**src/rtl/mem_lsu.sv**
```systemverilog
// mem_lsu: load/store unit in front of a byte-addressed memory; checks request legality,
// buffers stores in a FIFO drained one per cycle, and stalls loads that overlap pending stores.
module mem_lsu #(
  parameter int RAM_SIZE = 128,
  parameter int ADDR_W   = 9,
  parameter int SB_DEPTH = 4
) (
  input  logic              clk,
  input  logic              reset_n,
  input  logic              req_valid,
  output logic              req_ready,
  input  logic              req_we,
  input  logic [31:0]       req_addr,
  input  logic [2:0]        req_funct3,
  input  logic [31:0]       req_wdata,
  output logic              resp_valid,
  output logic [31:0]       resp_rdata,
  output logic              resp_err,
  input  logic              sb_hold,
  output logic              idle,
  output logic              mem_we,
  output logic [ADDR_W-1:0] mem_wa,
  output logic [2:0]        mem_wm,
  output logic [31:0]       mem_wd,
  output logic [ADDR_W-1:0] mem_ra,
  output logic [2:0]        mem_rm,
  input  logic [31:0]       mem_rd
);
  localparam int PW = $clog2(SB_DEPTH);
  logic [ADDR_W-1:0] r_sa [SB_DEPTH];
  logic [2:0]        r_sm [SB_DEPTH];
  logic [31:0]       r_sd [SB_DEPTH];
  logic [PW:0]       r_wp, r_rp;
  logic [PW:0]       w_cnt;
  logic [PW-1:0]     w_off;
  logic [2:0]        w_size;
  logic [32:0]       w_last;
  logic [ADDR_W:0]   w_a, w_b;
  logic              w_empty, w_full, w_err, w_hit, w_acc, w_push;

  function automatic logic [2:0] f_size(input logic [2:0] f);
    return (f[1:0] == 2'b10) ? 3'd4 : f[0] ? 3'd2 : 3'd1;
  endfunction

  assign w_size  = f_size(req_funct3);
  // Range check in 33 bits so addresses near 2^32 cannot wrap into range
  assign w_last  = {1'b0, req_addr} + {30'd0, w_size} - 33'd1;
  assign w_err   = (&req_funct3[1:0]) || (req_funct3 == 3'b110) || (req_we && req_funct3[2])
                || (w_size == 3'd2 && req_addr[0]) || (w_size == 3'd4 && |req_addr[1:0])
                || (w_last >= 33'(RAM_SIZE));
  assign w_cnt   = r_wp - r_rp;
  assign w_empty = (r_wp == r_rp);
  assign w_full  = (r_wp[PW] != r_rp[PW]) && (r_wp[PW-1:0] == r_rp[PW-1:0]);
  assign w_a     = {1'b0, req_addr[ADDR_W-1:0]};

  // Conservative hazard: the head being drained this cycle still counts as pending
  always_comb begin
    w_hit = 1'b0;
    w_off = '0;
    w_b   = '0;
    for (int i = 0; i < SB_DEPTH; i++) begin
      w_off = PW'(i) - r_rp[PW-1:0];
      w_b   = {1'b0, r_sa[i]};
      w_hit = w_hit || (({1'b0, w_off} < w_cnt)
                    && (w_a < w_b + (ADDR_W+1)'(f_size(r_sm[i])))
                    && (w_b < w_a + (ADDR_W+1)'(w_size)));
    end
  end

  assign req_ready = w_err || (req_we ? !w_full : !w_hit);
  assign w_acc     = req_valid && req_ready;
  assign w_push    = w_acc && req_we && !w_err;
  assign mem_we    = !w_empty && !sb_hold;
  assign mem_wa    = r_sa[r_rp[PW-1:0]];
  assign mem_wm    = r_sm[r_rp[PW-1:0]];
  assign mem_wd    = r_sd[r_rp[PW-1:0]];
  assign mem_ra    = req_addr[ADDR_W-1:0];
  assign mem_rm    = req_funct3;
  assign idle      = w_empty;

  always_ff @(posedge clk or negedge reset_n)
    if (!reset_n) begin
      r_wp       <= '0;
      r_rp       <= '0;
      resp_valid <= 1'b0;
      resp_rdata <= '0;
      resp_err   <= 1'b0;
    end else begin
      if (w_push) r_wp <= r_wp + (PW+1)'(1);
      if (mem_we) r_rp <= r_rp + (PW+1)'(1);
      resp_valid <= w_acc;
      if (w_acc) begin
        resp_err   <= w_err;
        resp_rdata <= (w_err || req_we) ? '0 : mem_rd;
      end
    end

  always_ff @(posedge clk)
    if (w_push) begin
      r_sa[r_wp[PW-1:0]] <= req_addr[ADDR_W-1:0];
      r_sm[r_wp[PW-1:0]] <= req_funct3;
      r_sd[r_wp[PW-1:0]] <= req_wdata;
    end
endmodule

```
**config.mk**
```make
export PLATFORM = sky130hd
export DESIGN_NAME = mem_lsu
export DESIGN_NICKNAME = d
export VERILOG_FILES = /design/src/rtl/mem_lsu.sv
export SDC_FILE = /design/constraint.sdc
export NUM_CORES = 1
export LEC_CHECK = 0
export CAP_MARGIN = 20
export CORE_MARGIN = 2
export CORE_UTILIZATION = 45
export CTS_CLUSTER_SIZE = 24
export DETAILED_ROUTE_END_ITERATION = 8
export GPL_ROUTABILITY_DRIVEN = 0
export PLACE_DENSITY = 0.7
export SETUP_SLACK_MARGIN = 0.2
export SLEW_MARGIN = 20
export SYNTH_ARGS = -nofsm -noshare
export SYNTH_HDL_FRONTEND = slang
export SYNTH_SLANG_ARGS = --single-unit
export TNS_END_PERCENT = 30
```
**constraint.sdc**
```tcl
create_clock -name clk -period 4.8 [get_ports clk]
set_input_delay 0.96 -clock clk [delete_from_list [all_inputs] [get_ports clk]]
set_output_delay 0.96 -clock clk [all_outputs]
set_load 0.03 [all_outputs]
```
Yosys cells after proc, flatten, opt, wreduce, memory -nomap -nowiden

Memory sizes are Yosys's and may differ from the RTL's.
Cells that the tools add are included.

Add/subtract/negate cells: 14
$mul: 0
Divide/modulo/power cells: 0
Magnitude comparators: 13
Equal/unequal tests: 11
Shift operators: 0
Muxes and demuxes: 14
Bitwise operators: 0
Reduce and logical (&&, ||, !) cells: 33

Operator list:

| kind                    | number |
|---|---|
| $lt A9 B10 Y1           | 8 |
| $add A9 B3 Y10          | 5 |
| $add A32 B3 Y33         | 1 |
| $ge A33 B8 Y1 const B   | 1 |
| $sub A33 B1 Y33 const B | 1 |
| $mux W32                | 1 |
| $logic_and A1 B1 Y1     | 16 |
| $mux W3                 | 5 |
| $lt A2 B3 Y1            | 4 |
| $eq A2 B2 Y1 const B    | 5 |
| $logic_or A1 B1 Y1      | 10 |
| $mux W2                 | 5 |
| $add A3 B1 Y3 const B   | 2 |
| $eq A3 B3 Y1 const B    | 2 |
| $logic_not A1 Y1        | 5 |
| $sub A1 B2 Y2 const A   | 2 |
| $sub A2 B2 Y2 const A   | 2 |
| $eq A3 B2 Y1 const B    | 1 |
| $eq A3 B3 Y1            | 1 |
| $mux W1                 | 3 |
| $sub A3 B3 Y3           | 1 |
| $eq A2 B2 Y1            | 1 |
| $reduce_and A2 Y1       | 1 |
| $reduce_or A2 Y1        | 1 |
| $ne A1 B1 Y1            | 1 |

Register bits: 40
Latch bits: 0
RAM bits: 176
Memory bits (read-only): 0
Input port bits: 104
Logic and storage cells: 93
Memories: 3

Memory list:

| memory | words | width | read ports | clocked after Yosys merged registers in | wr ports | line | source |
|---|---|---|---|---|---|---|---|
| r_sd   | 4     | 32    | 1          | 0                                       | 1        | 32   | `logic [31:0] r_sd [SB_DEPTH];` |
| r_sa   | 4     | 9     | 5          | 0                                       | 1        | 30   | `logic [ADDR_W-1:0] r_sa [SB_DEPTH];` |
| r_sm   | 4     | 3     | 5          | 0                                       | 1        | 31   | `logic [2:0] r_sm [SB_DEPTH];` |

Logic depth before layout (Yosys ltp)

Gate-level depths: netlist (run 1).
An unclocked memory read counts as a cell.

Depth after elaboration: 18
Depth in mapped cells: 19

Worst setup path before layout (run 1)

No wires, ideal clock.

Path kind: input to register
From: in req_funct3[1]
To: mem r_sa[3][0], enable pin
Library setup time: 0.406 ns
Arrival time: 5.060 ns
Data required time: 4.394 ns
Path slack: -0.666 ns
Stages: 15
Path buffers: 0
Path through: or2_2 > ha_1 > inv_1 > ha_1 > inv_1 > fa_1 > nand2b_1 > a21oi_1 > o21ai_1 > a2111oi_0 > nor3_1 > a211oi_1 > nand3_1 > nor4_4 > and2_1

Word-level cells in the longest chain between the ends: 16
Elaborated cells on any way between the ends: 37

RTL lines:

| item                                                                     | line | source |
|---|---|---|
| start: declaration                                                       | 14   | `input logic [2:0] req_funct3,` |
| parallel branches: the longest is 13 deep, another holds $add A32 B3 Y33 | -    |  |
| $logic_and A1 B1 Y1 *                                                    | 72   | `assign w_push = w_acc && req_we && !w_err;` |
| $mux W1 *                                                                | 99   | `if (w_push) begin` |
| $mux W1 (implied by the code) *                                          | 100  | `r_sa[r_wp[PW-1:0]] <= req_addr[ADDR_W-1:0];` |
| end: declaration                                                         | 30   |  |

Every way passes the cells marked *.

==> impl_metrics.yaml, run 1 <==
status:
  outcome: "complete, but fails checks"
  violations: "negative setup slack"
clock_tree:
  clkLatencyLatePin_ns: 0.53
  clockBufferDepth: 3
  cts_htree_levels: 1
  cts_tree: "yes"
  cts.sinks: 216
  root_buffer: "clkbuf_16"
  cts.clk_slew.worst_paths_ns: 0.06
  cts_made_buffers: 22
  ctsHoldBuffers: 0
synthesis:
  synth.yosys.warnings: 0
  synth_area_um2: 13980
  synth_edf_count: 176
  synthAdderAreaFrac: 0.1264
  synth-simple-area-share: 0.1163
  synthCells: 1234
  synth_compound_area_frac: 0.1486
  synth-seq-cells: 216
  synth_area_per_cell_um2: 11.33
  synth_nets: 1475
  synthArstFlopShare: 0.1852
  synthFlopType: "edfxtp_1"
  synthXorXnorAreaFrac: 0.03187
  synth_top_family_by_area: "compound AO/OA/AOI/OAI gates"
  seq_area_frac_synth: 0.4497
  synth.distinct_cells: 85
  muxShareOfSynthArea: 0.07456
detailed_routing:
  drt.antenna.violating_nets: 0
  post_drt_wl_per_cell_um: 19.67
  via_count: 12190
  via_per_inst: 5.674
  drc_errors: 0
  routed_wl_mm: 42.26
  drt_iter0_markers: 878
  first_pass_iters: 5
pwr:
  power.net_switching_mw: 2.228
  seq_power_share: 0.318
  comb_power_share: 0.431
  power_density_nw_per_um2: 312.9
  leakage_nw: 8.504
  intPower_mw: 4.244
  clock_power_share: 0.251
  vdd_drop_max_v: 0.0002630
  swShare: 0.3443
layout:
  fillCellCount: 2244
  post-route-util: 0.6761
  nets: 1977
  antenna_cells: 0
  layoutNonFillerInstCount: 2148
  stdcell_area_um2: 20680
  drive_above_1_share: 0.3373
  syn_to_final_growth_pct: 47.95
sta:
  fin_tns_setup_ns: -29.10
  fin_ws_ns: -0.4937
  finalSetupViolCount: 177
  fmax_mhz: 188.9
  skew_ns: 0.03431
  hold_violations: 0
  slew_headroom: 0.3777
  rsz0062_at_grt: "yes"
  timing.final.crit_share: 1.103
  fin_crit_ns: 5.294
  worst_slew_pin_slew_ns: 0.9334
  slew_viol_final: 0
place:
  dpl.cell_count: 2045
  port_buffers: 196
  hpwl_mm: 28.93
  detailed_place.area_um2: 18470
hold_path:
  min_path_cells: 1
  hp-start: "r_rp[2]"
  hp-class: "reg -> reg"
  holdPathEnd: "r_rp[2]"
floorplanning:
  fp-row-count: 64
  die_x_um: 180.2
  die_y_um: 180.2
  start_util: 0.4570
  core-area_um2: 30590
  io_pins: 197
  die_area_um2: 32490
grt:
  grt-ovfl-total: 0
  antenna_found_initial: 0
  first_global_vias: 12140
  grt_pass1_wl_mm: 66.02
  grt_util_all_layers: 0.2516
  grt_max_degree: 46
critical_path:
  crit_fanout: 2
  reg2reg_to: "r_sd[0][28]"
  crit_path_end_kind: "output port"
  worstReg2RegStart: "r_sm[3][0]"
  arrival_ns: 4.33
  crit_type: "reg -> out"
  required_ns: 3.84
  crit_path_start_kind: "flip-flop"
  ff2ff_setup_slack_ns: -0.24
  rr_worst_depth: 21
job:
  drv_cap: 0
through the flow:
| stage | worst slack [ns] | hold WS (ns) | total power [mW] |
|---|---|---|---|
| floorplan | -0.2439 | 0.4650 | 3.644 |
| global placement | -1.561 | 0.4787 | 4.649 |
| detailed placement | -1.695 | 0.4830 | 4.668 |
| CTS | -0.4308 | 0.4941 | 6.400 |
| global route | -0.6628 | 0.5321 | 6.742 |
| finish | -0.4937 | 0.4968 | 6.472 |
Yosys cell counts, types with 27 or more instances:
cell type | n | area share
xnor2_1 | 28 | 0.018
nor2_1 | 63 | 0.017
ha_1 | 130 | 0.12
mux4_2 | 44 | 0.071
nand4_1 | 27 | 0.012
inv_1 | 103 | 0.028
a21oi_1 | 58 | 0.021
and3_1 | 39 | 0.017
dfrtp_1 | 40 | 0.072
edfxtp_1 | 176 | 0.38
clkbuf_1 | 34 | 0.0091
o21ai_0 | 35 | 0.013
o21ai_1 | 38 | 0.014
nand2_1 | 73 | 0.020
a32oi_1 | 32 | 0.020
metal layers:
layer  GRT usage  wire (um)  vias up
met1      0.3432      18020     5947
met4     0.04613        878        0
met3     0.04123       2787       63
met5           0          0        -
li1            -          -     5733
met2      0.4282      20570      445
power groups by stage:
stage | clock [mW] | sequential (mW) | combinational [mW]
after floorplan | 0 | 2.10 | 1.55
after global placement | 0 | 2.10 | 2.55
after detailed placement | 0 | 2.10 | 2.57
after CTS | 1.64 | 2.06 | 2.71
after global routing | 1.71 | 2.06 | 2.97
final | 1.63 | 2.06 | 2.79
timing repair:
item / in CTS / in global routing
gates cloned: 7 / 0
pin swaps: 62 / 30
buffers inserted: 49 / 7
resized for setup: 171 / 83
setup endpoints to repair: 212 / 213
layout by cell type, fill, tap and decap left out, types with 20 or more instances in the layout:
| master | count |
|---|---|
| a32oi_1 | 30 |
| dfrtp_1 | 38 |
| mux4_2 | 44 |
| o21ai_0 | 22 |
| ha_4 | 23 |
| clkdlybuf4s50_1 | 171 |
| nand2_1 | 70 |
| o21ai_1 | 46 |
| clkbuf_16 | 22 |
| ha_1 | 99 |
| a21oi_1 | 50 |
| o211ai_1 | 21 |
| edfxtp_1 | 176 |
| buf_6 | 26 |
| inv_1 | 87 |
| buf_4 | 297 |
| nor3_1 | 21 |
| xor2_1 | 20 |
| xnor2_1 | 20 |
| nand4_1 | 27 |
| nor2_1 | 58 |
| and3_1 | 36 |
critical path, stage by stage, from the launching register on:
cell and delay (ns):
edfxtp_1 0.40, nor2_2 0.15, ha_2 0.21, inv_2 0.04
fa_2 0.37, nor2b_2 0.13, o21ai_2 0.10, nor2_2 0.12
nand3_1 0.10, xor2_1 0.16, ha_1 0.32, and3_4 0.19
a221oi_2 0.22, o22ai_1 0.13, a221oi_2 0.26, o31a_4 0.21
nand4_1 0.08, or4_4 0.47, buf_6 0.16
registers in the layout (all words and copies together), names as in the netlist:
register	count
r_rp	3
r_sa	36
r_sd	128
r_sm	12
r_wp	3
resp_err	1
resp_rdata	32
resp_valid	1
worst max-delay path by stage:
stage	cells past startpoint	slack, ns	to	start
floorplan	16	-0.24	req_ready	req_funct3[1]
global placement	18	-1.56	req_ready	req_funct3[0]
detailed placement	18	-1.69	req_ready	req_funct3[0]
CTS	18	-0.43	req_ready	r_sm[2][0]
global route	16	-0.66	req_ready	r_sm[3][0]
finish	18	-0.49	req_ready	r_sm[2][0]
area by class of cell:
cell class | instances | area (um^2) | share of cell area
Clock buffer | 25 | 561.8 | 0.02716
Clock inverter | 15 | 111.4 | 0.005384
Inverter | 105 | 400.4 | 0.01936
Multi-Input combinational cell | 849 | 7828 | 0.3785
Sequential cell | 216 | 6291 | 0.3042
Tap cell | 396 | 495.5 | 0.02396
Timing Repair Buffer | 542 | 4994 | 0.2415
cell families (layout without fill, tap and decap cells):
family,count (synthesis),in the layout
AND/OR/NAND/NOR,309,309
buffers and inverters,169,687
flip-flops,216,216
adder cells (fa/ha/maj),137,137
multiplexers,49,49
AO/OA/AOI/OAI,304,304
XOR/XNOR,50,50
(Power assumes the default switching activity.)
==> run 2, diff against run 1 <==
--- a/config.mk
+++ b/config.mk
@@ -7,11 +7,10 @@
 export LEC_CHECK = 0
 export CAP_MARGIN = 20
 export CORE_MARGIN = 2
-export CORE_UTILIZATION = 45
+export CORE_UTILIZATION = 35
 export CTS_CLUSTER_SIZE = 24
 export DETAILED_ROUTE_END_ITERATION = 8
 export GPL_ROUTABILITY_DRIVEN = 0
-export PLACE_DENSITY = 0.7
 export SETUP_SLACK_MARGIN = 0.2
 export SLEW_MARGIN = 20
 export SYNTH_ARGS = -nofsm -noshare
==> constraint.sdc (replaced) <==
create_clock -name clk -period 4.45 [get_ports clk]
set_input_delay 0.89 -clock clk [delete_from_list [all_inputs] [get_ports clk]]
set_output_delay 0.89 -clock clk [all_outputs]
set_load 0.03 [all_outputs]
==> impl_metrics.yaml, run 2 (synthesis results as in run 1) <==
status:
  outcome: "complete, but fails checks"
  violations: "negative setup slack"
clock_tree:
  cts_htree_levels: 1
  ctsHoldBuffers: 0
  cts.sinks: 216
  cts_made_buffers: 22
  clockBufferDepth: 3
  cts_tree: "yes"
  root_buffer: "clkbuf_16"
  cts.clk_slew.worst_paths_ns: 0.07
  clkLatencyLatePin_ns: 0.52
critical_path:
  critPathCapture: "req_ready"
  worstReg2RegStart: "r_sm[0][1]"
  crit_path_start_kind: "flip-flop"
  crit_path_end_kind: "output port"
  path_cells: "nor2_1, ha_2, inv_2, fa_2, inv_2, a21o_1, nand2_1, xor2_1, ha_1, a211oi_2, nor2_1, a2111oi_2, buf_4, o221a_4, a32o_2, o31a_4, nand4_1, or4_4, buf_6"
  crit_type: "reg -> out"
  reg2reg_to: "r_sd[1][4]"
  path_buf_inv: 4
  required_ns: 3.56
  crit_fanout: 3
  crit_start: "r_sm[0][1]"
  slowest_delay_ns: 0.44
  crit_family: "compound AO/OA/AOI/OAI gates"
  cp_num_cells: 19
  arrival_ns: 4.34
  critical-path-slowest-cell: "or4_4"
  ff2ff_setup_slack_ns: -0.51
  rr_worst_depth: 27
pwr:
  comb_power_share: 0.429
  intPower_mw: 4.578
  vdd_drop_max_v: 0.0002460
  power_density_nw_per_um2: 339.8
  seq_power_share: 0.319
  swShare: 0.3423
  clock_power_share: 0.252
  power.net_switching_mw: 2.383
  leakage_nw: 8.431
  power_mw: 6.960
detailed_routing:
  via_per_inst: 5.250
  drc_errors: 0
  routed_wl_mm: 42.19
  first_pass_iters: 5
  drt_iter0_markers: 801
  via_count: 11920
  drt.antenna.violating_nets: 0
  post_drt_wl_per_cell_um: 18.58
grt:
  first_global_vias: 12200
  grt_util_all_layers: 0.2018
  grt_pass1_wl_mm: 66.50
  antenna_found_initial: 1
  grt-ovfl-total: 0
  grt_max_degree: 46
floorplanning:
  die_x_um: 203.8
  core-area_um2: 39550
  die_area_um2: 41550
  die_y_um: 203.8
  fp-row-count: 73
  start_util: 0.3534
  io_pins: 197
sta:
  hold_violations: 0
  timing.final.crit_share: 1.176
  slew_headroom: 0.3682
  skew_ns: 0.02428
  finalSetupViolCount: 179
  slew_viol_final: 0
  fin_ws_ns: -0.7836
  fin_crit_ns: 5.234
  worst_slew_pin_slew_ns: 0.9477
  fmax_mhz: 191.1
  rsz0062_at_grt: "yes"
place:
  place_ws_ns: -1.360
  hpwl_mm: 30.70
  port_buffers: 196
layout:
  largest_reg_flops: 128
  post-route-util: 0.5179
  final_common_cell: "buf_4"
  final_cell_mix: "297 x buf_4, 181 x clkdlybuf4s50_1, 176 x edfxtp_1"
  syn_to_final_growth_pct: 46.52
  nets: 1972
  drive_above_1_share: 0.3117
hold_path:
  hp-class: "reg -> reg"
job:
  drv_cap: 0
-- run 2: area by class of cell --
type                       count  area [um^2]
antenna                        1        2.502
clock buffer                  22        550.5
clock inverter                16        123.9
fill                        3459        19070
inverter                     105        394.1
multi-input combinational    849         7420
sequential                   216         6289
tap                          525        656.9
timing repair buffer         537         5045
-- run 2: repair_timing --
action	in CTS	in global routing
endpoints found under the setup margin	214	212
gates cloned	10	1
pin swaps	52	45
setup buffers	42	4
gates resized for setup	125	20
-- run 2: routing by layer --
metal  share of wire  wire (um)  GRT usage
met2            0.47      19650     0.3345
met5         0.00031         13          0
met1            0.45      19020     0.2782
met3           0.065       2758    0.03619
met4           0.018        748    0.03754
-- run 2: through the flow --
stage / area [um^2] / std cells / hold slack [ns] / setup TNS (ns)
2_1_floorplan: 14060 / 1234 / 0.4650 / -44.62
3_3_place_gp: 18640 / 2175 / 0.4794 / -247.39
3_5_place_dp: 18640 / 2175 / 0.4838 / -253.22
4_1_cts: 20330 / 2265 / 0.4947 / -43.25
5_1_grt: 20480 / 2270 / 0.5197 / -114.24
6_report: 20480 / 2271 / 0.4940 / -71.23
-- run 2: power by group through the flow --
stage / Clock [mW] / Sequential, mW / Combinational [mW]
after floorplan: 0 / 2.26 / 1.67
after global placement: 0 / 2.26 / 2.79
after detailed placement: 0 / 2.26 / 2.82
after CTS: 1.79 / 2.22 / 2.99
after global routing: 1.86 / 2.22 / 3.21
final: 1.75 / 2.22 / 2.99
-- run 2: how the worst min path moves through the flow --
| stage | start | to | cells past startpoint |
|---|---|---|---|
| 2_1_floorplan | r_rp[2] | r_rp[2] | 1 |
| 3_3_place_gp | r_wp[2] | r_wp[2] | 1 |
| 3_5_place_dp | r_wp[2] | r_wp[2] | 1 |
| 4_1_cts | r_wp[2] | r_wp[2] | 1 |
| 5_1_grt | r_wp[2] | r_wp[2] | 1 |
| 6_report | r_wp[2] | r_wp[2] | 1 |
==> run 3, diff against run 2 <==
--- a/config.mk
+++ b/config.mk
@@ -7,10 +7,11 @@
 export LEC_CHECK = 0
 export CAP_MARGIN = 20
 export CORE_MARGIN = 2
-export CORE_UTILIZATION = 35
+export CORE_UTILIZATION = 51
 export CTS_CLUSTER_SIZE = 24
 export DETAILED_ROUTE_END_ITERATION = 8
 export GPL_ROUTABILITY_DRIVEN = 0
+export PLACE_DENSITY = 0.78
 export SETUP_SLACK_MARGIN = 0.2
 export SLEW_MARGIN = 20
 export SYNTH_ARGS = -nofsm -noshare
==> impl_metrics.yaml, run 3 (synthesis results as in run 1) <==
sta:
  finalSetupViolCount: 212
  fin_crit_ns: 5.254
  rsz0062_at_grt: "yes"
  fmax_mhz: 190.3
  slew_viol_final: 0
  worst_slew_pin_slew_ns: 0.9090
  timing.final.crit_share: 1.181
  fin_ws_ns: -0.8044
  hold_violations: 0
  slew_headroom: 0.3940
  skew_ns: 0.04080
layout:
  syn_to_final_growth_pct: 42.27
  antenna_cells: 0
  stdcell_area_um2: 19890
  post-route-util: 0.7379
  largest_reg_flops: 128
  layoutNonFillerInstCount: 2078
  nets: 1962
  final_common_cell: "buf_4"
  drive_above_1_share: 0.3074
  final_cell_mix: "309 x buf_4, 181 x clkdlybuf4s50_1, 176 x edfxtp_1"
detailed_routing:
  post_drt_wl_per_cell_um: 20.63
  via_count: 12440
  drt.antenna.violating_nets: 0
  routed_wl_mm: 42.87
  drc_errors: 0
  first_pass_iters: 5
  drt_iter0_markers: 1339
  via_per_inst: 5.988
pwr:
  vdd_drop_max_v: 0.0002599
  power_density_nw_per_um2: 353.8
  leakage_nw: 8.290
clock_tree:
  clkLatencyLatePin_ns: 0.53
  cts.sinks: 216
  root_buffer: "clkbuf_16"
  cts.clk_slew.worst_paths_ns: 0.06
  cts_tree: "yes"
  clockBufferDepth: 3
  ctsHoldBuffers: 0
  cts_htree_levels: 1
  cts_made_buffers: 23
floorplanning:
  start_util: 0.5187
  die_y_um: 169.6
  io_pins: 197
  die_x_um: 169.6
  core-area_um2: 26950
  die_area_um2: 28750
  fp-row-count: 60
critical_path:
  crit_path_end_kind: "output port"
  crit_path_start_kind: "input port"
  rr_worst_depth: 22
  required_ns: 3.56
  cp_common_cell: "or4_4"
  path_buf_inv: 2
  reg2reg_to: "r_sd[1][24]"
  worstReg2RegStart: "r_sm[0][1]"
  crit_start: "req_addr[11]"
  crit_fanout: 2
  ff2ff_setup_slack_ns: -0.35
  slowest_delay_ns: 0.59
  critical-path-slowest-cell: "or4_4"
  arrival_ns: 4.36
  path_cells: "clkdlybuf4s50_1, ha_2, a211o_1, a21oi_2, nor3_1, or4_1, or4_4, nor4_4, nand4_2, or4_4, buf_6"
  crit_family: "simple AND/OR/NAND/NOR gates"
  crit_type: "in -> out"
place:
  hpwl_mm: 30.59
  port_buffers: 196
  detailed_place.area_um2: 18480
  dpl.cell_count: 1996
grt:
  grt_pass1_wl_mm: 67.43
  grt_util_all_layers: 0.2957
  grt_max_degree: 46
  first_global_vias: 12700
  grt-ovfl-total: 0
  antenna_found_initial: 1
status:
  violations: "negative setup slack"
  outcome: "complete, but fails checks"
job:
  drv_cap: 0
hold_path:
  hp-class: "in -> async"
## run 3: cell count changes in the layout (fill, tap and decap cells not counted), moves of 4 or more
cell,before,now
buf_6,12,6
and3_4,6,2
buf_12,20,16
buf_4,297,309
and3_1,33,37
buf_16,11,0
nand2_2,0,4
## run 3: where the power goes
part | leakage (nW) | internal, mW | switching (mW)
clock | 0.356 | 1.10 | 0.805
combinational | 5.81 | 1.34 | 1.58
sequential | 2.12 | 2.21 | 0.0133
total | 8.29 | 4.64 | 2.40
## run 3: through the flow
step           setup slack [ns]  setup TNS [ns]  power, mW  hold WS (ns)
6_report                -0.8044          -63.62      7.036        0.5077
5_1_grt                 -0.9528          -92.24      7.327        0.5230
4_1_cts                 -0.7324          -53.08      7.038        0.5050
3_5_place_dp             -1.806         -223.66      5.052        0.4961
3_3_place_gp             -1.675         -206.22      5.011        0.4820
2_1_floorplan           -0.4544          -44.62      3.933        0.4650
## run 3: what timing repair did
item,4_1_cts,5_1_grt
setup endpoints to repair,214,212
pin swaps,48,3
setup buffers,39,2
gates cloned,0,0
resized for setup,107,17
## run 3: worst max path at each step
stage / endpoint / slack, ns / depth (start not counted)
final: req_ready / -0.80 / 11
after CTS: req_ready / -0.73 / 18
after detailed placement: req_ready / -1.81 / 18
after global placement: req_ready / -1.68 / 19
after global routing: req_ready / -0.95 / 18
after floorplan: req_ready / -0.45 / 16
## run 3: layout make-up
class | count | area, um^2
multi-input cells | 849 | 7391
fillers | 1716 | 7064
flip-flops and latches | 216 | 6291
repair buffers | 526 | 4629
clock buffers | 27 | 600.6
well taps | 341 | 426.7
inverters | 105 | 397.9
clock inverters | 14 | 150.1
## run 3: layer usage
metal / GRT usage / part of all wire
met5: 0 / 0.00030
met4: 0.1018 / 0.041
met3: 0.05364 / 0.083
met2: 0.4988 / 0.48
met1: 0.3861 / 0.40
## run 3: worst reg2reg max path, cell delays in order, from the launching register on
cell	delay, ns
edfxtp_1	0.43
nor2_2	0.14
ha_2	0.20
inv_2	0.05
fa_2	0.35
inv_2	0.06
a21o_1	0.18
nand2_1	0.09
xor2_1	0.15
ha_1	0.32
nand4_1	0.12
nor2_1	0.18
a2111oi_2	0.09
buf_4	0.14
o221a_2	0.23
a32o_2	0.24
o31a_2	0.31
buf_4	0.24
nand3b_1	0.23
nor4_4	0.14
buf_4	0.17
and2_4	0.18
buf_12	0.20
==> RTL edit: new RTL, settings of run 3 <==
Set the parameter `ADDR_W` to 8 (it was 9).
--- a/src/rtl/mem_lsu.sv
+++ b/src/rtl/mem_lsu.sv
@@ -4,3 +4,3 @@
   parameter int RAM_SIZE = 128,
-  parameter int ADDR_W   = 9,
+  parameter int ADDR_W   = 8,
   parameter int SB_DEPTH = 4
Ports: changed (resized mem_ra and mem_wa); port bits go from 197 to 195. The function was not compared with the original's and may differ.
==> RTL edit against run 3 <==
  * Largest cell class unchanged
  * Via count shrank 2.6%
  * Synthesized area shrank 1.1%
  * Cell count shrank 3.7%
  * Wire length shrank 3.4%
  * Clock skew shrank 0.024 ns
  * Setup slack lost 0.32 ns
  * Design area shrank 2.1%
  * Power grew 2.3%
  * Count of clock-buffer cells in the layout shrank 3
  * Sequential cell count shrank 4
  * Register-to-register slack gained 0.66 ns
  * The run still ends with setup timing left
  * Largest power group unchanged
  * Non-clock buffer count shrank 51
==> RTL edit: results (changes against run 3) <==
| Metric | Value |
|---|---|
| Final setup fails | `210 (was 212)` |
| Syn avg cell area | `11.3 um2 (about the same)` |
| Worst path arrival time | `4.69 ns (was 4.36 ns)` |
| Met3 Usage GRT | `0.0540 (was 0.0536)` |
| Clock skew | `0.0163 ns (was 0.0408 ns)` |
| Final worst slack | `-1.13 ns (was -0.804 ns)` |
| IO Port Bufs | `194 (was 196)` |
| Tightest Pin Transition | `0.933 ns (was 0.909 ns)` |
| Largest net degree at the start of global routing | `45 (was 46)` |
| Status | `finished with violations (unchanged)` |
| Insertion delay to the later sink of the worst-skew pair | `0.51 ns (was 0.53 ns)` |
| Overall Global Routing Usage | `0.280 (was 0.296)` |
| Post CTS Setup Buffer Count | `40 (was 39)` |
| Failing checks | `setup timing (unchanged)` |
| Reg2reg setup slack | `0.31 ns (was -0.35 ns)` |
| Reg2Reg Depth | `18 (was 22)` |
| Post-synthesis async set-or-reset flop share | `0.189 (was 0.185)` |
| R2r startpoint | `r_sm[2][0] (was r_sm[0][1])` |
| Share of layout cells above drive strength 1 | `0.265 (was 0.307)` |
| GRT met1 Usage | `0.373 (was 0.386)` |
| Maximum fanout along the worst path | `5 (was 2)` |
| Sequential area share after synthesis | `0.446 (was 0.450)` |
| Mux cell area share after synthesis | `0.0777 (was 0.0746)` |
| Cts bufs inserted | `22 (was 23)` |
| Worst vdd ir | `0.000262 V (was 0.000260 V)` |
[RTL edit: cell families after synthesis]
| family | after synthesis |
|---|---|
| xor+xnor | 44 |
| simple gates | 328 |
| fa+ha+maj | 128 |
| mux | 53 |
| compound gates | 311 |
| buf+inv | 150 |
| flops | 212 |
[RTL edit: layer usage]
| metal | vias to the layer above | part of all wire |
|---|---|---|
| met4 | 0 | 0.025 |
| met5 | - | 0 |
| li1 | 5592 | - |
| met2 | 574 | 0.48 |
| met1 | 5868 | 0.41 |
| met3 | 91 | 0.079 |
[RTL edit: power by group]
group	internal (mW)	total, mW	switching (mW)
sequential	2.16	2.18	0.0126
clock	1.15	1.93	0.780
combinational	1.40	3.10	1.70
total	4.71	7.20	2.49
[RTL edit: area by class of cell]
cell class / instances / area (um2)
Multi-Input combinational cell: 864 / 7370
Fill cell: 1785 / 7320
Sequential cell: 212 / 6170
Timing Repair Buffer: 475 / 4490
Clock buffer: 24 / 558
Tap cell: 341 / 427
Inverter: 70 / 265
Clock inverter: 16 / 198
